$ cat src/rtl/ps2_pkg.sv
// Shared PS/2 definitions: transmit FSM states, parity helper and
// time-to-cycle conversions used by both the host transmitter and the mouse receiver.
package ps2_pkg;

  typedef enum logic [2:0] {
    ST_IDLE,
    ST_INHIBIT,
    ST_START,
    ST_WAIT1,
    ST_SHIFT,
    ST_ACK,
    ST_IDLE_WAIT,
    ST_ERR
  } tx_state_t;

  function automatic logic odd_parity(input logic [7:0] d);
    return ~^d;
  endfunction

  function automatic int unsigned us_to_cycles(input int unsigned clk_hz, input int unsigned us);
    longint unsigned p;
    p = 64'(clk_hz) * 64'(us);
    return 32'(p / 64'd1_000_000);
  endfunction

  function automatic int unsigned ms_to_cycles(input int unsigned clk_hz, input int unsigned ms);
    longint unsigned p;
    p = 64'(clk_hz) * 64'(ms);
    return 32'(p / 64'd1_000);
  endfunction

endpackage

$ cat src/rtl/ps2_line_sync.sv
// Two-flop synchronisers for the PS/2 clock and data pads plus a registered
// falling-edge pulse on the synchronised clock.
module ps2_line_sync (
  input  logic clk,
  input  logic rst_n,
  input  logic pad_clk,
  input  logic pad_data,
  output logic clk_sync,
  output logic data_sync,
  output logic clk_fall
);

  logic [1:0] clk_ff;
  logic [1:0] data_ff;
  logic       clk_prev;

  // Idle bus level is high, so flops reset to 1 to avoid a false edge.
  always_ff @(posedge clk or negedge rst_n) begin
    if (!rst_n) begin
      clk_ff   <= '1;
      data_ff  <= '1;
      clk_prev <= 1'b1;
      clk_fall <= 1'b0;
    end else begin
      clk_ff   <= {clk_ff[0], pad_clk};
      data_ff  <= {data_ff[0], pad_data};
      clk_prev <= clk_ff[1];
      clk_fall <= clk_prev & ~clk_ff[1];
    end
  end

  assign clk_sync  = clk_ff[1];
  assign data_sync = data_ff[1];

endmodule

$ cat src/rtl/ps2_host_tx.sv
// Host-to-device PS/2 transmitter: request-to-send, 8 data bits + odd parity,
// stop release and ACK check, with first-clock and whole-frame timeouts.
module ps2_host_tx
  import ps2_pkg::*;
#(
  parameter int unsigned CLK_HZ       = 75_000_000,
  parameter int unsigned INHIBIT_US   = 120,
  parameter int unsigned FIRST_CLK_MS = 15,
  parameter int unsigned FRAME_MS     = 2
) (
  input  logic       clk,
  input  logic       rst_n,
  input  logic [7:0] tx_data,
  input  logic       tx_valid,
  output logic       tx_ready,
  output logic       tx_done,
  output logic       tx_err,
  output logic       busy,
  input  logic       ps2_clk_i,
  input  logic       ps2_data_i,
  output logic       ps2_clk_oe,
  output logic       ps2_data_oe
);

  localparam int unsigned INH_CYC   = us_to_cycles(CLK_HZ, INHIBIT_US);
  localparam int unsigned FIRST_CYC = ms_to_cycles(CLK_HZ, FIRST_CLK_MS);
  localparam int unsigned FRAME_CYC = ms_to_cycles(CLK_HZ, FRAME_MS);
  localparam int unsigned MAX_A     = (INH_CYC > FIRST_CYC) ? INH_CYC : FIRST_CYC;
  localparam int unsigned MAX_CYC   = (MAX_A > FRAME_CYC) ? MAX_A : FRAME_CYC;
  localparam int unsigned CW        = $clog2(MAX_CYC + 1);

  logic clk_s;
  logic data_s;
  logic fall;

  ps2_line_sync u_sync (
    .clk      (clk),
    .rst_n    (rst_n),
    .pad_clk  (ps2_clk_i),
    .pad_data (ps2_data_i),
    .clk_sync (clk_s),
    .data_sync(data_s),
    .clk_fall (fall)
  );

  tx_state_t      state_q, state_d;
  logic [CW-1:0]  cnt_q, cnt_d;
  logic [3:0]     bit_q, bit_d;
  logic [8:0]     shreg_q, shreg_d;
  logic           drive_q, drive_d;
  logic           accept;
  logic           timeout;

  assign tx_ready = (state_q == ST_IDLE);
  assign accept   = tx_valid & tx_ready;
  assign busy     = ~tx_ready | tx_valid;
  assign timeout  = (cnt_q == '0);

  always_ff @(posedge clk or negedge rst_n) begin
    if (!rst_n) begin
      state_q <= ST_IDLE;
      cnt_q   <= '0;
      bit_q   <= '0;
      shreg_q <= '0;
      drive_q <= 1'b0;
    end else begin
      state_q <= state_d;
      cnt_q   <= cnt_d;
      bit_q   <= bit_d;
      shreg_q <= shreg_d;
      drive_q <= drive_d;
    end
  end

  always_comb begin
    state_d     = state_q;
    cnt_d       = cnt_q;
    bit_d       = bit_q;
    shreg_d     = shreg_q;
    drive_d     = drive_q;
    ps2_clk_oe  = 1'b0;
    ps2_data_oe = 1'b0;
    tx_done     = 1'b0;
    tx_err      = 1'b0;
    unique case (state_q)
      ST_IDLE: begin
        if (accept) begin
          state_d = ST_INHIBIT;
          cnt_d   = CW'(INH_CYC);
          shreg_d = {odd_parity(tx_data), tx_data};
          bit_d   = '0;
          drive_d = 1'b0;
        end
      end
      ST_INHIBIT: begin
        ps2_clk_oe = 1'b1;
        if (timeout) state_d = ST_START;
        else         cnt_d   = cnt_q - CW'(1);
      end
      // Start bit goes out one cycle before the clock is released.
      ST_START: begin
        ps2_clk_oe  = 1'b1;
        ps2_data_oe = 1'b1;
        state_d     = ST_WAIT1;
        cnt_d       = CW'(FIRST_CYC);
      end
      ST_WAIT1: begin
        ps2_data_oe = 1'b1;
        if (fall) begin
          state_d = ST_SHIFT;
          drive_d = ~shreg_q[0];
          shreg_d = {1'b0, shreg_q[8:1]};
          bit_d   = 4'd1;
          cnt_d   = CW'(FRAME_CYC);
        end else if (timeout) begin
          state_d = ST_ERR;
        end else begin
          cnt_d = cnt_q - CW'(1);
        end
      end
      ST_SHIFT: begin
        ps2_data_oe = drive_q;
        if (timeout) begin
          state_d = ST_ERR;
        end else begin
          cnt_d = cnt_q - CW'(1);
          if (fall) begin
            if (bit_q == 4'd9) begin
              state_d = ST_ACK;
            end else begin
              drive_d = ~shreg_q[0];
              shreg_d = {1'b0, shreg_q[8:1]};
              bit_d   = bit_q + 4'd1;
            end
          end
        end
      end
      ST_ACK: begin
        if (timeout) begin
          state_d = ST_ERR;
        end else begin
          cnt_d = cnt_q - CW'(1);
          if (fall) state_d = data_s ? ST_ERR : ST_IDLE_WAIT;
        end
      end
      ST_IDLE_WAIT: begin
        if (timeout) begin
          state_d = ST_ERR;
        end else if (clk_s && data_s) begin
          state_d = ST_IDLE;
          tx_done = 1'b1;
        end else begin
          cnt_d = cnt_q - CW'(1);
        end
      end
      ST_ERR: begin
        tx_err  = 1'b1;
        state_d = ST_IDLE;
      end
      default: state_d = ST_IDLE;
    endcase
  end

endmodule

$ cat config.mk
export PLATFORM = sky130hd
export DESIGN_NAME = ps2_host_tx
export DESIGN_NICKNAME = d
export VERILOG_FILES = /design/src/rtl/ps2_pkg.sv /design/src/rtl/ps2_line_sync.sv /design/src/rtl/ps2_host_tx.sv
export SDC_FILE = /design/constraint.sdc
export NUM_CORES = 1
export LEC_CHECK = 0
export BUFFER_PORTS_ARGS = -buffer_cell sky130_fd_sc_hd__buf_2
export CAP_MARGIN = 30
export CORE_UTILIZATION = 60
export DETAILED_ROUTE_END_ITERATION = 7
export PLACE_DENSITY = 0.85
export SKIP_LAST_GASP = 1
export SYNTH_ARGS = -nofsm -noshare
export SYNTH_HDL_FRONTEND = slang
export SYNTH_SLANG_ARGS = --single-unit
$ cat constraint.sdc
create_clock -name clk -period 2.9 [get_ports clk]
set_input_delay 0.435 -clock clk [delete_from_list [all_inputs] [get_ports clk]]
set_output_delay 0.435 -clock clk [all_outputs]
set_load 0.01 [all_outputs]
[After elaboration in Yosys (flattened, before gate mapping)]
Index checks and enable logic that the tools add are counted.
Storage, ports and cells
  register bits: 44
  bits in latches: 0
  RAM bits: 0
  ROM bits: 0
  input port bits: 13
  output and inout bits: 6
  word-level logic and storage cells: 93
  memories kept: 0
Operators by class
  $add $sub $neg: 2
  multiply operators: 0
  div/mod/pow operators: 0
  magnitude comparators: 0
  equality and inequality tests: 21
  shifts and indexed selects: 0
  multiplexer cells: 43
  bitwise operators: 6
  reduce and logical (&&, ||, !) cells: 12
Operators by type and width (number)
  21-bit two-way mux: 5
  21-bit case mux with 5 select lines: 1
  9-bit two-way mux: 5
  3-bit two-way mux: 11
  9-bit case mux with 3 select lines: 1
  3-bit case mux with 8 select lines: 1
  21-bit logical NOT: 1
  21-bit by 1-bit subtractor with 21-bit output (second input constant): 1
  4-bit two-way mux: 5
  3-bit equality test (second input constant): 4
  4-bit case mux with 3 select lines: 1
  1-bit two-way mux: 11
  2-bit inequality test (second input constant): 5
  3-bit by 2-bit inequality test with 1-bit output (second input constant): 3
  8-bit XNOR reduction: 1
  7-bit AND reduction: 1
  3-bit by 2-bit equality test with 1-bit output (second input constant): 2
  2-bit by 1-bit inequality test with 1-bit output (second input constant): 3
  3-bit inequality test (second input constant): 2
  6-bit AND reduction: 1
  5-bit nonzero test: 1
  4-bit by 1-bit adder with 4-bit output (second input constant): 1
  4-bit equality test (second input constant): 1
  4-bit AND reduction: 1
  11 further kinds: 15

[Longest topological paths before layout]
Gate-level depths: netlist of run 1.
  depth after elaboration: 5
  mapped depth: 9
  depth with buffers taken out: 8

[Cells and area by module]
A second synthesis of run 1 with hierarchy kept.
Second synthesis, totals
  cells, all modules: 304
  area total of the unflattened synthesis: 2721.4 µm²
Modules (own cells, without submodules)
  ps2_host_tx: times used 1, cells an instance 297, area an instance 2551.2 µm², seq. area each 950.9 µm²
  ps2_line_sync: times used 1, cells an instance 7, area an instance 170.2 µm², seq. area each 156.4 µm²

[Worst setup path after synthesis of run 1]
Ideal clock, no wire load.
  path type: register to register
  from: register cnt_q[9]
  to: register cnt_q[14]
  setup time: 0.126 ns
  arrival time: 2.378 ns
  data required time: 2.774 ns
  path slack: 0.396 ns
  stages on the path, launching flop included: 9
  path buffers: 2
  cell sequence: dfrtp_1 or4_4 or4_1 buf_2 or3_4 o21ai_4 buf_6 a21oi_2 o32a_1
Between the ends
  word-level cells in the longest chain between the ends: 4
  elaborated cells on any way between the ends: 9
Ends and longest elaborated chain
  start, declared: line ps2_host_tx.sv:47  | logic [CW-1:0] cnt_q, cnt_d;
  start signal, assigned: line ps2_host_tx.sv:68  | cnt_q <= cnt_d;
  21-bit by 1-bit subtractor with 21-bit output or 21-bit logical NOT (tied branches)
  21-bit two-way mux (on tied branches)
  21-bit two-way mux (on tied branches): line ps2_host_tx.sv:147, ps2_host_tx.sv:109
  21-bit case mux with 5 select lines: line ps2_host_tx.sv:85  | unique case (state_q)
Parallel ways exist; a longest one is shown, timed or not. The select of a mux whose other input is x is not followed.
A chain may end at the register's enable or synchronous reset.

[Worst setup path after layout of run 1]
  from: register cnt_q[8]
  to: register cnt_q[14]
The elaborated chain is that of the path after synthesis.

==> reports/qor.yml, run 1 <==
sta:
  fmax_mhz: 364
  drv_slew: 0
  setup_tns_ns: 0
  grt_setup_unrepaired: "no"
  period_needed_ns: 2.74
  slew_headroom_pct: 44.2
  setup_viol: 0
  worstMarginPinSlew_ns: 0.828
  post-route-period-util_pct: 94.6
  finClkSkew_ns: 0.00685
  hold_viol: 0
cts:
  cts_tree: "done"
  cts_resized: 0
  postCtsSetupBuffers: 0
  cts_inserted_buffers: 5
  cts_buffer_depth: 2
  path_clk_slew_ns: 0.08
  cts-root-buf: "clkbuf_8"
  clock_latency_ns: 0.30
  cts_hold_buffers: 0
  cts-htree-levels: 2
  cts.sinks: 44
yosys:
  ys_seq_area_share_pct: 41.3
  synth.net_count: 330
  syn_area_mm2: 0.00268
  yosys_warnings: 0
  yosys.cell_types.count: 55
  ys_ff_latch: 44
  synth_edf_count: 0
  netlist_instances: 313
  synth-main-ff-cell: "dfrtp_1"
  postSynthAreaPerCell_um2: 8.56
  synthArstFlopShare_pct: 100
setup_path:
  crit_path_max_fanout: 13
  crit_required_ns: 3.09
  endpoint_kind: "flip-flop"
  setup.worst_path.start_class: "flip-flop"
  cp.arrival_ns: 2.93
  critPathKind: "reg -> reg"
detailed_routing:
  antenna_left: 0
  drt-total-wl_um: 6750
  via_per_inst: 6.57
  num_vias: 2570
  initialDrtViolationCount: 338
  wl_per_cell_um: 17.3
  drc: 0
  first_pass_iters: 7
grt:
  overflow: 0
  grt_pass1_wl_um: 10700
  grt_antenna_before_repair: 0
  grt_pass1_vias: 2273
  track_usage_pct: 31.4
  grt_max_degree: 45
power_and_ir_drop:
  p_sw_uw: 248
  p_leak_uw: 0.00121
  combinationalPowerShare_pct: 5.8
  power-per-cell-area_mw_per_mm2: 369
  power_frac_seq_pct: 58.2
  p_int_uw: 857
  ir_worst_vdd_mv: 0.363
  clkPwrFrac_pct: 36.1
  swShare_pct: 22.5
placement:
  dp_hpwl_um: 4830
  place.gp.congestion: 0.923
  place.port_buffers: 18
finish:
  num-fill-cells: 312
  syn2layout_area_growth_pct: 11.7
  fin_util_pct: 72.2
  layout_common_cells: "dfrtp_1, nor2_1, o21ai_0"
  diodes: 0
  drive_above_1_share_pct: 16.7
  layout_commonest_cell: "dfrtp_1"
  nets: 357
die:
  die-area_mm2: 0.00474
  die_y_um: 68.8
  io_pins: 19
  core_area_mm2: 0.00414
  die-width_um: 68.8
  num_rows: 23
  start_util_pct: 64.7
min_path:
  min_path_type: "in -> async"
flow_run:
  drv_cap: 0
status:
  status: "finished, final reports clean"
[critical path, cell delays in order (launching register included)]
cell     delay (ns)
dfrtp_1        0.46
or4_4          0.54
or4_1          0.55
or3_4          0.46
o21ai_4        0.17
buf_4          0.22
a21oi_2        0.04
o32a_1         0.18
[per-layer routing]
| metal | share of wire [%] | vias to the layer above | track usage [%] |
|---|---|---|---|
| li1 | - | 1210 | - |
| met1 | 44 | 1195 | 41.0 |
| met2 | 45 | 135 | 49.5 |
| met3 | 7.4 | 30 | 7.24 |
| met4 | 2.9 | 0 | 13.5 |
| met5 | 0 | - | 0 |
[worst paths after layout]
path	start	to	slack [ns]	cells after the start
min	rst_n	u_sync.clk_ff[1]	0.09	1
max in group asynchronous	rst_n	u_sync.clk_ff[0]	2.53	2
min in group clk	ps2_clk_i	u_sync.clk_ff[0]	0.23	1
max	cnt_q[8]	cnt_q[14]	0.16	7
min reg2reg	u_sync.clk_ff[0]	u_sync.clk_ff[1]	0.36	0
max reg2reg	cnt_q[8]	cnt_q[14]	0.16	7
[cells in the mapped netlist (3+ instances only)]
master    instances  area, µm²
a21oi_1          26        130
a31oi_1           6       37.5
buf_1             3       11.3
clkbuf_1          8       30.0
dfrtp_1          39        976
dfstp_2           5        131
ha_1              4       50.1
inv_1             9       33.8
mux2i_1           8       80.1
nand2_1          27        101
nand3_1          10       50.1
nand3b_1          3       22.5
nor2_1           36        135
nor3_1           15       75.1
nor4_1            6       37.5
o211ai_1          4       30.0
o21a_1            3       22.5
o21ai_0          34        170
o31ai_1           4       30.0
o41ai_1           3       26.3
or2_2             4       25.0
xnor2_1           7       61.3
[kinds of logic (layout without fill, tap and decap cells)]
| group | Yosys count | in the layout | synth area share, % |
|---|---|---|---|
| buffers and inverters | 23 | 51 | 3.59 |
| xor gates and xnor gates | 8 | 8 | 2.61 |
| AOI/OAI and AO/OA | 105 | 105 | 25.0 |
| muxes | 9 | 9 | 3.41 |
| DFF | 44 | 44 | 41.3 |
| and+or+nand+nor | 120 | 120 | 22.2 |
| adders and majority gates | 4 | 4 | 1.87 |
[flip-flops by register name, indices dropped and copies added, names as in the netlist]
signal,flops
state_q,3
u_sync.clk_ff,2
shreg_q,9
bit_q,4
u_sync.clk_prev,1
u_sync.clk_fall,1
drive_q,1
u_sync.data_ff,2
cnt_q,21
[stage by stage]
step | total power [µW] | std cells | worst slack, ns | hold WS (ns) | area (µm²)
after global routing | 1140 | 391 | 0.103 | 0.0965 | 2990
after detailed placement | 717 | 382 | 0.227 | 0.347 | 2880
after CTS | 1100 | 390 | 0.201 | 0.227 | 2970
final | 1110 | 391 | 0.156 | 0.0917 | 2990
after floorplan | 686 | 313 | 0.396 | 0.139 | 2680
after global placement | 712 | 382 | 0.284 | 0.346 | 2880
[power groups by stage]
| stage | clock (µW) | sequential [µW] | combinational [µW] |
|---|---|---|---|
| 3_5_place_dp | 0 | 655 | 62.0 |
| 4_1_cts | 400 | 643 | 62.1 |
| 6_report | 399 | 643 | 63.9 |
| 2_1_floorplan | 0 | 649 | 36.3 |
| 5_1_grt | 421 | 644 | 74.2 |
| 3_3_place_gp | 0 | 653 | 58.8 |
[cell type report]
| class | instances | area (µm²) | area share [%] |
|---|---|---|---|
| tap | 50 | 62.6 | 2.09 |
| multi-input combinational | 246 | 1480 | 49.3 |
| sequential | 44 | 1110 | 37.0 |
| clock buffer | 8 | 90.1 | 3.01 |
| timing repair buffer | 34 | 223 | 7.44 |
| inverter | 9 | 33.8 | 1.13 |
(Power assumes the default switching activity.)
==> run 2: changes to the inputs <==
Settings changed: CORE_MARGIN set to 2, REMOVE_ABC_BUFFERS set to 1.
==> run 2 against run 1 <==
Critical path type is now reg -> out. Critical path depth shrank 2. Largest power group unchanged. Critical endpoint is now tx_done. Combinational power grew 3%. Largest cell class unchanged. Via count grew 1.1%.
==> reports/qor.yml, run 2 (synthesis gave the netlist of run 1 again) <==
detailed_routing:
  drt-total-wl_um: 6700
  num_vias: 2597
  wl_per_cell_um: 17.0
  initialDrtViolationCount: 391
  antenna_left: 0
  via_per_inst: 6.61
  drc: 0
  first_pass_iters: 6
die:
  core_area_mm2: 0.00432
  die_y_um: 70.8
  num_rows: 24
  die-area_mm2: 0.00502
  die-width_um: 70.8
  io_pins: 19
  start_util_pct: 62.0
cts:
  cts_buffer_depth: 2
  path_clk_slew_ns: 0.08
  cts_inserted_buffers: 5
  cts_tree: "done"
  cts-htree-levels: 2
  clock_latency_ns: 0.30
  cts_resized: 0
  cts.sinks: 44
  cts-root-buf: "clkbuf_8"
  postCtsSetupBuffers: 0
setup_path:
  endpoint_kind: "primary output"
  cp.arrival_ns: 2.30
  crit_required_ns: 2.47
  crit_path_max_fanout: 8
  cpPeakStageDelay_ns: 0.54
  crit_slowest_cell: "or4_4"
  critPathTopFamily: "simple AND/OR/NAND/NOR gates"
  critPathBufInv: 1
  cpMostUsedCell: "nor2_1"
  critPathKind: "reg -> out"
  setup.worst_path.start_class: "flip-flop"
  critical_path.cell_chain: "or4_4 > or2_2 > nor2_1 > nor2_1 > buf_2"
sta:
  fmax_mhz: 365
  period_needed_ns: 2.74
  setup_tns_ns: 0
  slew_headroom_pct: 46.8
  grt_setup_unrepaired: "no"
  post-route-period-util_pct: 94.3
  setup_ws_ns: 0.164
  setup_viol: 0
  worstMarginPinSlew_ns: 0.789
  finClkSkew_ns: 0.0134
  drv_slew: 0
  hold_viol: 0
finish:
  ff_latch_area_mm2: 0.00111
  drive_above_1_share_pct: 16.7
  regMostFlops: "cnt_q"
  fin_util_pct: 69.6
  diodes: 0
  largest_reg_flops: 21
  layout_common_cells: "dfrtp_1, nor2_1, o21ai_0"
  nets: 357
  fin_cells: 393
  layout_commonest_cell: "dfrtp_1"
  syn2layout_area_growth_pct: 12.2
  num-fill-cells: 351
  multi_input_area_mm2: 0.00148
  top_regs: "cnt_q: 21 flops, shreg_q: 9 flops, bit_q: 4 flops"
power_and_ir_drop:
  swShare_pct: 21.7
  ir_worst_vdd_mv: 0.312
  clkPwrFrac_pct: 37.0
  p_sw_uw: 244
  combinationalPowerShare_pct: 5.8
  power_frac_seq_pct: 57.1
  p_int_uw: 881
  power-per-cell-area_mw_per_mm2: 374
  p_leak_uw: 0.00121
  power_uw: 1120
flow_run:
  drv_cap: 0
grt:
  track_usage_pct: 27.7
  grt_pass1_vias: 2405
  grt_pass1_wl_um: 11100
  grt_max_degree: 45
  overflow: 0
  grt_antenna_before_repair: 0
placement:
  dp_hpwl_um: 4730
  place.port_buffers: 18
  dp_slack_ns: 0.251
  placedCellCount: 383
  place.gp.congestion: 0.997
min_path:
  min_path_type: "in -> reg"
status:
  status: "finished, final reports clean"
==> run 2: path summary, 6_finish.rpt <==
kind | start | end | slack [ns] | cells after the start
max | cnt_q[8] | tx_done | 0.16 | 5
min | ps2_clk_i | u_sync.clk_ff[0] | 0.22 | 1
max reg2reg | cnt_q[8] | cnt_q[14] | 0.20 | 7
min reg2reg | u_sync.clk_ff[0] | u_sync.clk_ff[1] | 0.36 | 0
max in group asynchronous | rst_n | u_sync.clk_ff[0] | 1.94 | 3
min in group asynchronous | rst_n | shreg_q[1] | 0.49 | 2
==> run 2: layer usage <==
layer / vias to the layer above / part of all wire (%) / GRT usage [%]
li1: 1207 / - / -
met5: - / 0 / 0
met1: 1232 / 43 / 38.5
met4: 0 / 2.5 / 11.1
met2: 141 / 47 / 43.2
met3: 17 / 8.0 / 5.27
==> run 2: through the flow <==
step	hold WS, ns	instance area [µm²]
after CTS	0.218	2980
final	0.222	3010
after global routing	0.214	3010
after global placement	0.346	2880
after detailed placement	0.350	2880
after floorplan	0.139	2620
==> run 2: layout make-up <==
type	instances	share of cell area (%)
Multi-Input combinational cell	246	49.1
Sequential cell	44	36.8
Timing Repair Buffer	34	7.49
Clock buffer	8	3.33
Tap cell	52	2.16
Inverter	9	1.12
==> run 2: power by group through the flow <==
stage	clock network, µW	logic (µW)	registers (µW)
after floorplan	0	34.6	650
after global placement	0	59.1	653
after detailed placement	0	60.7	654
after CTS	425	61.4	642
after global routing	444	75.2	645
final	417	65.7	642
==> run 2: timing repair <==
item,CTS,global route
hold buffers,0,1
hold endpoints to repair,0,3
setup endpoints to repair,0,0
==> run 3: changes to the inputs <==
Settings changed: CTS_BUF_LIST set to sky130_fd_sc_hd__clkbuf_4 sky130_fd_sc_hd__clkbuf_8 sky130_fd_sc_hd__clkbuf_16.
==> run 3 against run 2 <==
Clock skew hardly changed. Total power up 0.80%. Global-route usage is 0.060 points lower. First-iteration DRC count shrank 1.3%. Combinational power about the same. Setup slack worse by 0.0022 ns.
==> reports/qor.yml, run 3 (synthesis gave the netlist of run 1 again) <==
setup_path:
  crit_path_max_fanout: 8
  cpMostUsedCell: "nor2_1"
  crit_required_ns: 2.47
  crit_slowest_cell: "or4_4"
  setup.worst_path.start_class: "flip-flop"
  reg2reg_slack_ns: 0.19
  cpPeakStageDelay_ns: 0.54
  cp.arrival_ns: 2.30
  critPathKind: "reg -> out"
  critical_path.cell_chain: "or4_4 > or2_2 > nor2_1 > nor2_1 > buf_2"
  endpoint_kind: "primary output"
die:
  start_util_pct: 62.0
  io_pins: 19
  die-width_um: 70.8
  core_area_mm2: 0.00432
  die-area_mm2: 0.00502
  num_rows: 24
  die_y_um: 70.8
placement:
  place.port_buffers: 18
  place.gp.congestion: 0.997
  placedCellCount: 383
  dp_slack_ns: 0.251
  dp_hpwl_um: 4730
finish:
  syn2layout_area_growth_pct: 12.4
  num-fill-cells: 349
  layout_commonest_cell: "dfrtp_1"
  top_regs: "cnt_q: 21 flops, shreg_q: 9 flops, bit_q: 4 flops"
  layout_common_cells: "dfrtp_1, nor2_1, o21ai_0"
  nets: 357
  fin_cells: 393
  diodes: 0
  drive_above_1_share_pct: 17.0
  regMostFlops: "cnt_q"
  largest_reg_flops: 21
status:
  status: "finished, final reports clean"
sta:
  setup_viol: 0
  setup_tns_ns: 0
  period_needed_ns: 2.74
  hold_viol: 0
  setup_ws_ns: 0.162
  fmax_mhz: 365
  finClkSkew_ns: 0.0130
  worstMarginPinSlew_ns: 0.778
  post-route-period-util_pct: 94.4
  timing.hold.ws_ns: 0.222
  drv_slew: 0
  grt_setup_unrepaired: "no"
  slew_headroom_pct: 47.6
detailed_routing:
  via_per_inst: 6.54
  drt-total-wl_um: 6680
  initialDrtViolationCount: 386
  drc: 0
  wl_per_cell_um: 17.0
  antenna_left: 0
  num_vias: 2572
  first_pass_iters: 5
power_and_ir_drop:
  p_leak_uw: 0.00121
  ir_worst_vdd_mv: 0.329
  power-per-cell-area_mw_per_mm2: 376
cts:
  cts-htree-levels: 2
  clock_latency_ns: 0.30
  cts.sinks: 44
  cts_inserted_buffers: 5
  cts_buffer_depth: 2
  cts-root-buf: "clkbuf_8"
  path_clk_slew_ns: 0.08
  cts_tree: "done"
grt:
  grt_pass1_wl_um: 11100
  grt_pass1_vias: 2400
  overflow: 0
  grt_antenna_before_repair: 0
  grt_max_degree: 45
  track_usage_pct: 27.7
min_path:
  min_path_type: "in -> reg"
flow_run:
  drv_cap: 0
==> run 3: timing repair <==
item	4_1_cts	5_1_grt
setup buffers	0	0
hold buffers	0	1
endpoints found under the hold margin	0	3
resized for setup	0	0
==> run 3: area by class of cell <==
cell class / count / area [µm²] / area share, %
clock buffers: 8 / 104 / 3.45
inverters: 9 / 33.8 / 1.12
well taps: 52 / 65.1 / 2.16
repair buffers: 34 / 225 / 7.48
flip-flops and latches: 44 / 1110 / 36.8
multi-input cells: 246 / 1480 / 49.0
==> run 3: metal layers <==
metal	wire, µm	vias up	share of wire, %	global-route usage [%]
li1	-	1204	-	-
met1	2930	1231	44	38.3
met2	3100	123	46	43.2
met3	491	14	7.4	5.27
met4	150	0	2.2	11.1
met5	0	-	0	0
==> run 3: through the flow <==
stage,utilization (%),power [µW],area [µm²]
3_3_place_gp,66.6,713,2880
2_1_floorplan,-,685,2620
4_1_cts,69.0,1140,2980
6_report,69.6,1130,3010
3_5_place_dp,66.6,714,2880
5_1_grt,69.6,1170,3010
==> run 3: worst paths after layout <==
path                                  start               end  depth (start not counted)
max in group asynchronous             rst_n  u_sync.clk_ff[0]                          3
min                               ps2_clk_i  u_sync.clk_ff[0]                          1
max                                cnt_q[8]           tx_done                          5
min reg2reg                u_sync.clk_ff[0]  u_sync.clk_ff[1]                          0
min in group asynchronous             rst_n        shreg_q[1]                          2
max reg2reg                        cnt_q[8]         cnt_q[14]                          7
==> run 3: power breakdown <==
part | switching [µW] | internal [µW] | total (µW)
Clock | 199 | 227 | 426
Combinational | 33.5 | 32.0 | 65.6
Sequential | 10.6 | 632 | 642
Total | 243 | 890 | 1130
==> run 3: critical path: cells and delay by family (launching register included) <==
family / cells / cell delay, ns
buf+inv: 1 / 0.15
flops: 1 / 0.44
simple gates: 4 / 1.41
